===== src/rtl/rain_scheduler.sv =====
// rain_scheduler: sequencing controller for the falling-character display.
//
// Keeps up to SLOTS falling characters (active, column, y, speed, ASCII).
// On each serviced frame it walks every slot (one per cycle) and drops live
// characters by their speed; every SPAWN_DIV frames it starts a new character
// in the lowest free slot, chosen from a free-running LFSR. Key hits are
// matched against live characters. Spawns and hits are written to the
// character RAM through a one-cycle write strobe.
//
// Ports:
//   pclk, reset                  pixel clock, synchronous active-high reset
//   frame_start, pause           frame pulse, level freeze of fall/spawn
//   key_valid, key_ascii         one-cycle key pulse with uppercase ASCII
//   rd_slot -> rd_active/rd_col/rd_y/rd_ascii   renderer readout of one slot
//   ram_wraddr, ram_data, ram_wren              character RAM write port
//   score, miss                  saturating hit / fall-off counters
//   busy                         high while the controller is not idle
//
// LFSR: 16-bit Fibonacci, left shift, feedback = bit15^bit13^bit12^bit10.
module rain_scheduler #(
  parameter int SLOTS     = 16,
  parameter int COLS      = 80,
  parameter int V_LIMIT   = 464,
  parameter int SPAWN_DIV = 30
) (
  input  logic                       pclk,
  input  logic                       reset,
  input  logic                       frame_start,
  input  logic                       pause,
  input  logic                       key_valid,
  input  logic [7:0]                 key_ascii,
  input  logic [$clog2(SLOTS)-1:0]   rd_slot,
  output logic                       rd_active,
  output logic [6:0]                 rd_col,
  output logic [8:0]                 rd_y,
  output logic [7:0]                 rd_ascii,
  output logic [11:0]                ram_wraddr,
  output logic [7:0]                 ram_data,
  output logic                       ram_wren,
  output logic [7:0]                 score,
  output logic [7:0]                 miss,
  output logic                       busy
);
  localparam int IW = $clog2(SLOTS);
  localparam int CW = $clog2(SPAWN_DIV + 1);

  typedef enum logic [1:0] {S_IDLE, S_UPDATE, S_SPAWN, S_MATCH} state_t;

  state_t                  state_q, state_d;
  logic [IW-1:0]           idx_q, idx_d;
  logic [CW-1:0]           spawn_cnt_q, spawn_cnt_d;
  logic [15:0]             lfsr_q, lfsr_d;
  logic                    frame_pend_q, frame_pend_d;
  logic                    key_pend_q, key_pend_d;
  logic [7:0]              key_reg_q, key_reg_d;
  logic [SLOTS-1:0]        active_q, active_d;
  logic [SLOTS-1:0][6:0]   col_q, col_d;
  logic [SLOTS-1:0][8:0]   y_q, y_d;
  logic [SLOTS-1:0][2:0]   speed_q, speed_d;
  logic [SLOTS-1:0][7:0]   ascii_q, ascii_d;
  logic [7:0]              score_q, score_d, miss_q, miss_d;
  logic                    ram_wren_q, ram_wren_d;
  logic [11:0]             ram_wraddr_q, ram_wraddr_d;
  logic [7:0]              ram_data_q, ram_data_d;
  logic                    busy_q, busy_d;
  // Spawn decision made in the last UPDATE cycle, committed in SPAWN.
  logic                    spawn_ok_q, spawn_ok_d;
  logic [IW-1:0]           spawn_idx_q, spawn_idx_d;
  logic [2:0]              spawn_speed_q, spawn_speed_d;

  logic [9:0]              upd_sum;
  logic [CW-1:0]           cnt_next;
  logic                    free_found, hit_found;
  logic [IW-1:0]           free_idx, hit_idx;
  logic [4:0]              asc_off;

  always_comb begin
    state_d       = state_q;
    idx_d         = idx_q;
    spawn_cnt_d   = spawn_cnt_q;
    lfsr_d        = {lfsr_q[14:0], lfsr_q[15] ^ lfsr_q[13] ^ lfsr_q[12] ^ lfsr_q[10]};
    frame_pend_d  = frame_pend_q | (frame_start & ~pause);
    key_pend_d    = key_pend_q | key_valid;
    key_reg_d     = key_valid ? key_ascii : key_reg_q;
    active_d      = active_q;
    col_d         = col_q;
    y_d           = y_q;
    speed_d       = speed_q;
    ascii_d       = ascii_q;
    score_d       = score_q;
    miss_d        = miss_q;
    ram_wren_d    = 1'b0;
    ram_wraddr_d  = ram_wraddr_q;
    ram_data_d    = ram_data_q;
    spawn_ok_d    = spawn_ok_q;
    spawn_idx_d   = spawn_idx_q;
    spawn_speed_d = spawn_speed_q;
    upd_sum       = '0;
    cnt_next      = '0;
    free_found    = 1'b0;
    free_idx      = '0;
    hit_found     = 1'b0;
    hit_idx       = '0;
    asc_off       = '0;

    case (state_q)
      S_IDLE: begin
        if ((frame_pend_q | frame_start) & ~pause) begin
          state_d      = S_UPDATE;
          idx_d        = '0;
          frame_pend_d = 1'b0;
        end else if (key_pend_q | key_valid) begin
          state_d = S_MATCH;
        end
      end

      S_UPDATE: begin
        upd_sum = {1'b0, y_q[idx_q]} + {7'd0, speed_q[idx_q]};
        if (active_q[idx_q]) begin
          if (upd_sum > 10'(V_LIMIT)) begin
            active_d[idx_q] = 1'b0;
            if (miss_q != 8'hFF) miss_d = miss_q + 8'd1;
          end else begin
            y_d[idx_q] = upd_sum[8:0];
          end
        end
        if (idx_q == IW'(SLOTS - 1)) begin
          cnt_next = spawn_cnt_q + 1'b1;
          if (cnt_next == CW'(SPAWN_DIV)) begin
            spawn_cnt_d = '0;
            state_d     = S_SPAWN;
            // Decide now from next-cycle values (post-update occupancy and
            // the LFSR value SPAWN will see) so the RAM strobe is registered
            // out during the SPAWN cycle itself.
            for (int i = SLOTS - 1; i >= 0; i--) begin
              if (!active_d[i]) begin
                free_found = 1'b1;
                free_idx   = IW'(i);
              end
            end
            asc_off       = (lfsr_d[15:11] >= 5'd26) ? lfsr_d[15:11] - 5'd26 : lfsr_d[15:11];
            spawn_ok_d    = free_found;
            spawn_idx_d   = free_idx;
            spawn_speed_d = 3'd1 + {1'b0, lfsr_d[8:7]};
            if (free_found) begin
              ram_wren_d   = 1'b1;
              ram_wraddr_d = {5'd0, ({1'b0, lfsr_d[6:0]} < 8'(COLS)) ? lfsr_d[6:0]
                                                                     : lfsr_d[6:0] - 7'd48};
              ram_data_d   = 8'h41 + {3'd0, asc_off};
            end
          end else begin
            spawn_cnt_d = cnt_next;
            state_d     = S_IDLE;
          end
        end else begin
          idx_d = idx_q + 1'b1;
        end
      end

      S_SPAWN: begin
        // Column and character are already held in the RAM write registers.
        if (spawn_ok_q) begin
          active_d[spawn_idx_q] = 1'b1;
          y_d[spawn_idx_q]      = '0;
          col_d[spawn_idx_q]    = ram_wraddr_q[6:0];
          speed_d[spawn_idx_q]  = spawn_speed_q;
          ascii_d[spawn_idx_q]  = ram_data_q;
        end
        spawn_ok_d = 1'b0;
        state_d    = S_IDLE;
      end

      S_MATCH: begin
        for (int i = SLOTS - 1; i >= 0; i--) begin
          if (active_q[i] && ascii_q[i] == key_reg_q) begin
            hit_found = 1'b1;
            hit_idx   = IW'(i);
          end
        end
        if (hit_found) begin
          active_d[hit_idx] = 1'b0;
          if (score_q != 8'hFF) score_d = score_q + 8'd1;
          ram_wren_d   = 1'b1;
          ram_wraddr_d = {5'd0, col_q[hit_idx]};
          ram_data_d   = 8'h20;
        end
        // A key arriving in this very cycle stays pending for the next match.
        key_pend_d = key_valid;
        state_d    = S_IDLE;
      end

      default: state_d = S_IDLE;
    endcase

    busy_d = (state_d != S_IDLE);
  end

  always_ff @(posedge pclk) begin
    if (reset) begin
      state_q       <= S_IDLE;
      idx_q         <= '0;
      spawn_cnt_q   <= '0;
      lfsr_q        <= 16'hACE1;
      frame_pend_q  <= 1'b0;
      key_pend_q    <= 1'b0;
      key_reg_q     <= '0;
      active_q      <= '0;
      col_q         <= '0;
      y_q           <= '0;
      speed_q       <= '0;
      ascii_q       <= '0;
      score_q       <= '0;
      miss_q        <= '0;
      ram_wren_q    <= 1'b0;
      ram_wraddr_q  <= '0;
      ram_data_q    <= '0;
      busy_q        <= 1'b0;
      spawn_ok_q    <= 1'b0;
      spawn_idx_q   <= '0;
      spawn_speed_q <= '0;
    end else begin
      state_q       <= state_d;
      idx_q         <= idx_d;
      spawn_cnt_q   <= spawn_cnt_d;
      lfsr_q        <= lfsr_d;
      frame_pend_q  <= frame_pend_d;
      key_pend_q    <= key_pend_d;
      key_reg_q     <= key_reg_d;
      active_q      <= active_d;
      col_q         <= col_d;
      y_q           <= y_d;
      speed_q       <= speed_d;
      ascii_q       <= ascii_d;
      score_q       <= score_d;
      miss_q        <= miss_d;
      ram_wren_q    <= ram_wren_d;
      ram_wraddr_q  <= ram_wraddr_d;
      ram_data_q    <= ram_data_d;
      busy_q        <= busy_d;
      spawn_ok_q    <= spawn_ok_d;
      spawn_idx_q   <= spawn_idx_d;
      spawn_speed_q <= spawn_speed_d;
    end
  end

  assign rd_active  = active_q[rd_slot];
  assign rd_col     = col_q[rd_slot];
  assign rd_y       = y_q[rd_slot];
  assign rd_ascii   = ascii_q[rd_slot];
  assign ram_wraddr = ram_wraddr_q;
  assign ram_data   = ram_data_q;
  assign ram_wren   = ram_wren_q;
  assign score      = score_q;
  assign miss       = miss_q;
  assign busy       = busy_q;
endmodule

===== config.mk =====
export PLATFORM = sky130hd
export DESIGN_NAME = rain_scheduler
export DESIGN_NICKNAME = d
export VERILOG_FILES = /design/src/rtl/rain_scheduler.sv
export SDC_FILE = /design/constraint.sdc
export NUM_CORES = 1
export LEC_CHECK = 0
export BUFFER_PORTS_ARGS = -buffer_cell sky130_fd_sc_hd__buf_2
export CORE_MARGIN = 8
export CORE_UTILIZATION = 57
export DETAILED_ROUTE_END_ITERATION = 16
export PLACE_DENSITY = 0.73
export SLEW_MARGIN = 20
export SYNTH_ARGS = -nofsm -noshare
export SYNTH_HDL_FRONTEND = slang
export SYNTH_SLANG_ARGS = --single-unit
export TNS_END_PERCENT = 10

===== constraint.sdc =====
create_clock -name pclk -period 9.35 [get_ports pclk]
set_input_delay 0.4675 -clock pclk [delete_from_list [all_inputs] [get_ports pclk]]
set_output_delay 0.4675 -clock pclk [all_outputs]
set_load 0.05 [all_outputs]

==> impl_metrics.env, run 1 <==
export IMPL_grt_overflow=0
export IMPL_die_h_um=231.3
export IMPL_syn_area_um2=26420
export IMPL_firstDrtPassIters=6
export IMPL_track_usage_pct=33.45
export IMPL_grt_pass1_vias=22991
export IMPL_hpwlAfterDp_um=59940
export IMPL_maxCapViolCount=0
export IMPL_postCtsResizedCells=0
export IMPL_cts_setup_buffers=0
export IMPL_seq_area_um2=10190
export IMPL_core_um2=46160
export IMPL_fin_skew_ns=0.02139
export IMPL_postSynthCellCount=2934
export IMPL_numCtsBuffers=53
export IMPL_fin_util_pct=62.19
export IMPL_port_buffers=72
export IMPL_p_seq_share_pct=47.2
export IMPL_cp_num_buf_inv=1
export IMPL_leakagePower_nw=10.06
export IMPL_path_depth=16
export IMPL_r2r_cells=16
export IMPL_max_freq_mhz=157.2
export IMPL_crit_top_cell="mux4_2"
export IMPL_syn2layout_area_growth_pct=8.667
export IMPL_hold_depth=3
export IMPL_grt_pass1_wl_um=139300
export IMPL_worstSetupStartpointType="flip-flop"
export IMPL_cp_data_arrival_time_ns=6.91
export IMPL_final_common_cell="nand2_1"
export IMPL_cp_top_family="simple AND/OR/NAND/NOR gates"
export IMPL_path_class="reg -> reg"
export IMPL_fin_crit_ns=6.362
export IMPL_power_frac_comb_pct=7.5
export IMPL_cts_buffer_depth=3
export IMPL_p_sw_mw=1.194
export IMPL_drtAntennaViolNets=0
export IMPL_crit_path_top_delay_cell="dfxtp_4"
export IMPL_final_cell_area_um2=28710
export IMPL_dpl_cell_area_um2=26960
export IMPL_final_max_slew_viol_count=0
export IMPL_clockRootBuffer="clkbuf_16"
export IMPL_crit_required_ns=9.90
export IMPL_htreeDepth=2
export IMPL_synth_async_sr_flop_share_pct=0
export IMPL_drive_gt1_share_pct=14.94
export IMPL_finalSetupTns_ns=0
export IMPL_whs_ns=0.1030
export IMPL_yosys_area_top_type="dfxtp_1"
export IMPL_antenna_cells=0
export IMPL_syn_area_per_cell_um2=9.004
export IMPL_synth_main_ff_cell="dfxtp_1"
export IMPL_pre_cts_ws_ns=3.080
export IMPL_power_density_nw_per_um2=164.2
export IMPL_wl_per_cell_um=26.11
export IMPL_drc=0
export IMPL_path_max_fanout=47
export IMPL_clockPowerShare_pct=45.3
export IMPL_internal_power_mw=3.519
export IMPL_p_sw_share_pct=25.34
export IMPL_hold_viol=0
export IMPL_synth_area_leaders="dfxtp_1, mux4_2, nand2_1"
export IMPL_place_gp_congestion=0.9542
export IMPL_rsz0062_at_grt="no"
export IMPL_max_slew_margin_pct=15.36
export IMPL_ys_seq_area_share_pct=38.57
export IMPL_synth_seq_cells=509
export IMPL_dieArea_um2=53500
export IMPL_dp_cells=3424
export IMPL_yosys_warnings=0
export IMPL_tightestPinTransition_ns=1.266
export IMPL_postCtsHoldBufs=0
export IMPL_boundaryPins=80
export IMPL_cp_end_kind="flip-flop"
export IMPL_hold_class="in -> reg"
export IMPL_nets=2909
export IMPL_drt_iter0_drc=3207
export IMPL_synth_edff_count=0
export IMPL_fp_dieW_um=231.3
export IMPL_synth_top_area_share_pct=38.57
export IMPL_setup_viol=0
export IMPL_cp_slowest_stage_delay_ns=0.92
export IMPL_initial_core_util_pct=57.23
export IMPL_wl_um=91850
export IMPL_path_cells="mux4_2 > mux4_2 > ha_1 > inv_1 > fa_1 > xor2_1 > and3_1 > a311oi_1 > nor3_1 > a221oi_2 > a21boi_1 > o21ai_1 > a211o_1 > or3_4 > nor2b_1 > a22o_1"
export IMPL_via_per_inst=6.747
export IMPL_path_clk_slew_ns=0.06
export IMPL_instances_no_fill=3518
export IMPL_num_vias=23735
export IMPL_setup_slack_ns=2.988
export IMPL_status="finished clean"
export IMPL_period_share_pct=68.05
export IMPL_cts_sinks=509
export IMPL_clock_latency_ns=0.62
export IMPL_multi_input_area_um2=15200
export IMPL_finalPower_mw=4.713
export IMPL_layout_common_cells="nand2_1, dfxtp_1, a21oi_1, mux4_2, nor2_1"
export IMPL_post_synth_num_cell_types=81
export IMPL_tritoncts="done"
export IMPL_grt_max_degree=122
export IMPL_vdd_drop_max_mv=0.1698
export IMPL_fillCellCount=3892
export IMPL_antenna_found_initial=0
export IMPL_fp_row_count=79
## cell type report
class | count | share of cell area (%)
flip-flops and latches | 509 | 35.51
multi-input cells | 2160 | 52.93
clock buffers | 70 | 5.051
clock inverters | 24 | 0.9588
well taps | 607 | 2.645
repair buffers | 117 | 2.497
inverters | 31 | 0.4053
## cells by family (layout without fill, tap and decap cells)
group / after synthesis / count (layout) / synth area share, %
mux: 233 / 233 / 17.49
fa+ha+maj: 20 / 20 / 0.9756
buf+inv: 271 / 242 / 4.158
flops: 509 / 509 / 38.57
other cells: 1 / 7 / 0.01419
simple gates: 1092 / 1092 / 18.06
xor+xnor: 143 / 143 / 4.741
compound gates: 665 / 665 / 15.99
## path summary, 6_finish.rpt
| path | from | endpoint | slack, ns |
|---|---|---|---|
| worst max register to register | idx_q[0]$_SDFFE_PP0P_ | y_q[30]$_SDFFE_PP0P_ | 2.99 |
| worst max-delay path | idx_q[0]$_SDFFE_PP0P_ | y_q[30]$_SDFFE_PP0P_ | 2.99 |
| worst min-delay path | key_ascii[5] | key_reg_q[5]$_SDFFE_PP0P_ | 0.10 |
| worst min register to register | lfsr_q[9]$_SDFF_PP0_ | lfsr_q[10]$_SDFF_PP1_ | 0.41 |
## registers in the layout (all words and copies together), names as in the netlist, 8 cells and up
| register | flops |
|---|---|
| active_q | 16 |
| ascii_q | 112 |
| col_q | 112 |
| key_reg_q | 8 |
| lfsr_q | 16 |
| miss | 8 |
| score | 8 |
| speed_q | 48 |
| y_q | 144 |
## synth_stat cells, types with 20 or more instances
cell,count
a21oi_1,339
a22o_1,74
a32o_1,31
buf_1,29
buf_2,20
clkbuf_1,177
dfxtp_1,509
inv_1,29
mux2i_1,41
mux4_2,182
nand2_1,690
nand3_1,29
nand4_1,31
nor2_1,153
nor2b_1,24
nor3_1,20
nor4_1,20
o21ai_0,71
xnor2_1,58
xor2_1,85
## power groups by stage
| stage | clock (mW) | combinational (mW) | sequential [mW] |
|---|---|---|---|
| final | 2.14 | 0.352 | 2.23 |
| after global routing | 2.23 | 0.370 | 2.23 |
| after CTS | 2.15 | 0.342 | 2.22 |
| after detailed placement | 0 | 0.341 | 2.27 |
| after global placement | 0 | 0.336 | 2.27 |
| after floorplan | 0 | 0.273 | 2.25 |
## routing by layer
layer  global-route usage, %  part of all wire, %  vias to the layer above
met5                       0                    0                        -
met4                   19.36                  6.0                        0
met3                   5.893                   10                      344
met2                   53.01                   46                     1574
met1                   42.82                   38                    11462
li1                        -                    -                    10355
## tightest hold or removal path: stages
cell     delay (ns)
buf_2          0.07
mux2i_1        0.05
nor2_1         0.07
No activity file was read; power rests on OpenSTA's default activity.
==> run 2, diff against run 1 <==
==> constraint.sdc (replaced) <==
create_clock -name pclk -period 6.5 [get_ports pclk]
set_input_delay 0.325 -clock pclk [delete_from_list [all_inputs] [get_ports pclk]]
set_output_delay 0.325 -clock pclk [all_outputs]
set_load 0.05 [all_outputs]
==> run 2 against run 1 <==
Against the previous run:
- utilization rose by 0.52 points
- total power rose by 44%
- sequential power rose by 43%
- cell count rose by 0.82%
- clock-buffer cell count rose by 15
- non-clock buffer count rose by 27
- critical path type unchanged
- critical endpoint is now y_q[108]$_SDFFE_PP0P_
==> impl_metrics.env, run 2 (synthesis gave the netlist of run 1 again) <==
export IMPL_drive_gt1_share_pct=15.45
export IMPL_firstDrtPassIters=8
export IMPL_met1_usage_pct=42.59
export IMPL_wl_per_cell_um=26.59
export IMPL_cts_sinks=509
export IMPL_leakagePower_nw=10.20
export IMPL_postCtsResizedCells=0
export IMPL_wl_um=94300
export IMPL_crit_path_top_delay_cell="a211o_1"
export IMPL_top_regs="y_q (144), ascii_q (112), col_q (112)"
export IMPL_drc=0
export IMPL_clockPowerShare_pct=45.3
export IMPL_antenna_found_initial=0
export IMPL_maxCapViolCount=0
export IMPL_cp_end_kind="flip-flop"
export IMPL_hpwlAfterDp_um=62610
export IMPL_cp_top_family="compound AO/OA/AOI/OAI gates"
export IMPL_vdd_drop_max_mv=0.2561
export IMPL_initial_core_util_pct=57.23
export IMPL_use_met2_pct=54.06
export IMPL_syn2layout_area_growth_pct=9.576
export IMPL_min_from="pause"
export IMPL_path_class="reg -> reg"
export IMPL_setup_viol=0
export IMPL_path_max_fanout=27
export IMPL_path_clk_slew_ns=0.06
export IMPL_crit_top_cell="mux4_2"
export IMPL_rsz0062_at_grt="no"
export IMPL_cp_data_arrival_time_ns=6.35
export IMPL_clockRootBuffer="clkbuf_16"
export IMPL_hold_depth=3
export IMPL_via_per_inst=6.748
export IMPL_cts_buffer_depth=3
export IMPL_fin_crit_ns=5.803
export IMPL_fin_util_pct=62.71
export IMPL_hold_viol=0
export IMPL_power_density_nw_per_um2=234.8
export IMPL_internal_power_mw=5.080
export IMPL_timing_rr_start="idx_q[0]$_SDFFE_PP0P_"
export IMPL_grt_max_degree=138
export IMPL_largest_register_ffs=144
export IMPL_grt_busiest_layer="met2"
export IMPL_drt_iter0_drc=3262
export IMPL_p_sw_mw=1.716
export IMPL_tritoncts="done"
export IMPL_worstSetupStartpointType="flip-flop"
export IMPL_top_register="y_q"
export IMPL_tightestPinTransition_ns=1.176
export IMPL_clock_latency_ns=0.62
export IMPL_layout_common_cells="nand2_1, dfxtp_1, a21oi_1, mux4_2, nor2_1"
export IMPL_grt_pass1_vias=23056
export IMPL_fp_dieW_um=231.3
export IMPL_nets=2937
export IMPL_final_max_slew_viol_count=0
export IMPL_die_h_um=231.3
export IMPL_status="finished clean"
export IMPL_max_slew_margin_pct=21.44
export IMPL_core_um2=46160
export IMPL_port_buffers=72
export IMPL_p_sw_share_pct=25.25
export IMPL_power_frac_comb_pct=7.8
export IMPL_track_usage_pct=34.25
export IMPL_cp_num_buf_inv=2
export IMPL_path_cells="buf_4 > mux4_2 > mux4_2 > inv_1 > fa_1 > and3_1 > a311oi_1 > nor3_1 > a221oi_2 > a21boi_1 > o21ai_1 > a211o_1 > or2_1 > nor2b_1 > a22o_1"
export IMPL_boundaryPins=80
export IMPL_dieArea_um2=53500
export IMPL_met3_usage_pct=7.874
export IMPL_htreeDepth=2
export IMPL_drtAntennaViolNets=0
export IMPL_max_freq_mhz=172.3
export IMPL_place_gp_congestion=0.9996
export IMPL_num_vias=23936
export IMPL_finalSetupTns_ns=0
export IMPL_period_share_pct=89.28
export IMPL_ff2ff_setup_slack_ns=0.70
export IMPL_numCtsBuffers=54
export IMPL_grt_overflow=0
export IMPL_crit_required_ns=7.05
export IMPL_worstHoldEndpoint="frame_pend_q$_SDFF_PP0_"
export IMPL_p_seq_share_pct=46.9
export IMPL_hold_class="in -> reg"
export IMPL_r2r_end="y_q[108]$_SDFFE_PP0P_"
export IMPL_cp_slowest_stage_delay_ns=0.89
export IMPL_fp_row_count=79
export IMPL_grt_pass1_wl_um=142000
export IMPL_r2r_cells=15
export IMPL_final_common_cell="nand2_1"
export IMPL_fin_skew_ns=0.03215
-- run 2: changes by cell type in the layout (fill, tap and decap cells not counted), sizes merged --
cell         before  now
dlygate4sd3       0    8
buf             117  136
clkinv           17    8
inv              32   31
diode             0    1
bufinv            5    1
clkbuf           70   85
-- run 2: worst max-delay path by stage --
stage / startpoint / end / slack, ns / cells past startpoint
after CTS: idx_q[0]$_SDFFE_PP0P_ / y_q[108]$_SDFFE_PP0P_ / 0.79 / 15
after detailed placement: idx_q[0]$_SDFFE_PP0P_ / y_q[116]$_SDFFE_PP0P_ / 0.85 / 15
after floorplan: idx_q[0]$_SDFFE_PP0P_ / y_q[35]$_SDFFE_PP0P_ / 0.62 / 22
after global placement: idx_q[0]$_SDFFE_PP0P_ / y_q[113]$_SDFFE_PP0P_ / 0.99 / 15
after global routing: idx_q[0]$_SDFFE_PP0P_ / y_q[108]$_SDFFE_PP0P_ / 0.42 / 15
final: idx_q[0]$_SDFFE_PP0P_ / y_q[108]$_SDFFE_PP0P_ / 0.70 / 15
-- run 2: metrics by stage --
step | instance area (um2) | hold slack [ns] | total power [mW] | std cells | worst slack (ns)
after global placement | 27090 | 0.4040 | 3.756 | 3443 | 0.9950
final | 28950 | 0.009628 | 6.796 | 3547 | 0.6970
after detailed placement | 27110 | 0.4157 | 3.765 | 3443 | 0.8472
after global routing | 28950 | 0.05024 | 6.959 | 3546 | 0.4159
after CTS | 28930 | 0.001705 | 6.787 | 3546 | 0.7851
after floorplan | 26440 | 0.3895 | 3.625 | 2940 | 0.6150
-- run 2: power groups by stage --
| stage | logic, mW | registers, mW | clock network [mW] |
|---|---|---|---|
| global placement | 0.501 | 3.26 | 0 |
| global route | 0.557 | 3.19 | 3.21 |
| finish | 0.528 | 3.19 | 3.08 |
| CTS | 0.514 | 3.19 | 3.08 |
| detailed placement | 0.508 | 3.26 | 0 |
| floorplan | 0.393 | 3.23 | 0 |
-- run 2: final cells by class --
| type | count | area, um2 |
|---|---|---|
| Fill cell | 3806 | 17210 |
| Multi-Input combinational cell | 2160 | 15190 |
| Sequential cell | 509 | 10190 |
| Clock buffer | 85 | 1659 |
| Timing Repair Buffer | 144 | 939.7 |
| Tap cell | 607 | 759.5 |
| Inverter | 31 | 116.4 |
| Clock inverter | 10 | 85.08 |
| Antenna cell | 1 | 2.502 |
-- run 2: repair_timing --
item	4_1_cts	5_1_grt
endpoints found under the hold margin	8	0
buffers inserted	0	0
hold buffers	8	0
-- run 2: metal layers --
layer  vias to the layer above  share of wire (%)
li1                      10415                  -
met1                     11417                 36
met2                      1707                 45
met3                       397                 11
met4                         0                7.0
met5                         -                  0
-- run 2: worst min-delay path, delay by kind of cell --
kind | cells | cell delay [ns]
buffers and inverters | 2 | 0.17
AO/OA/AOI/OAI | 1 | 0.07
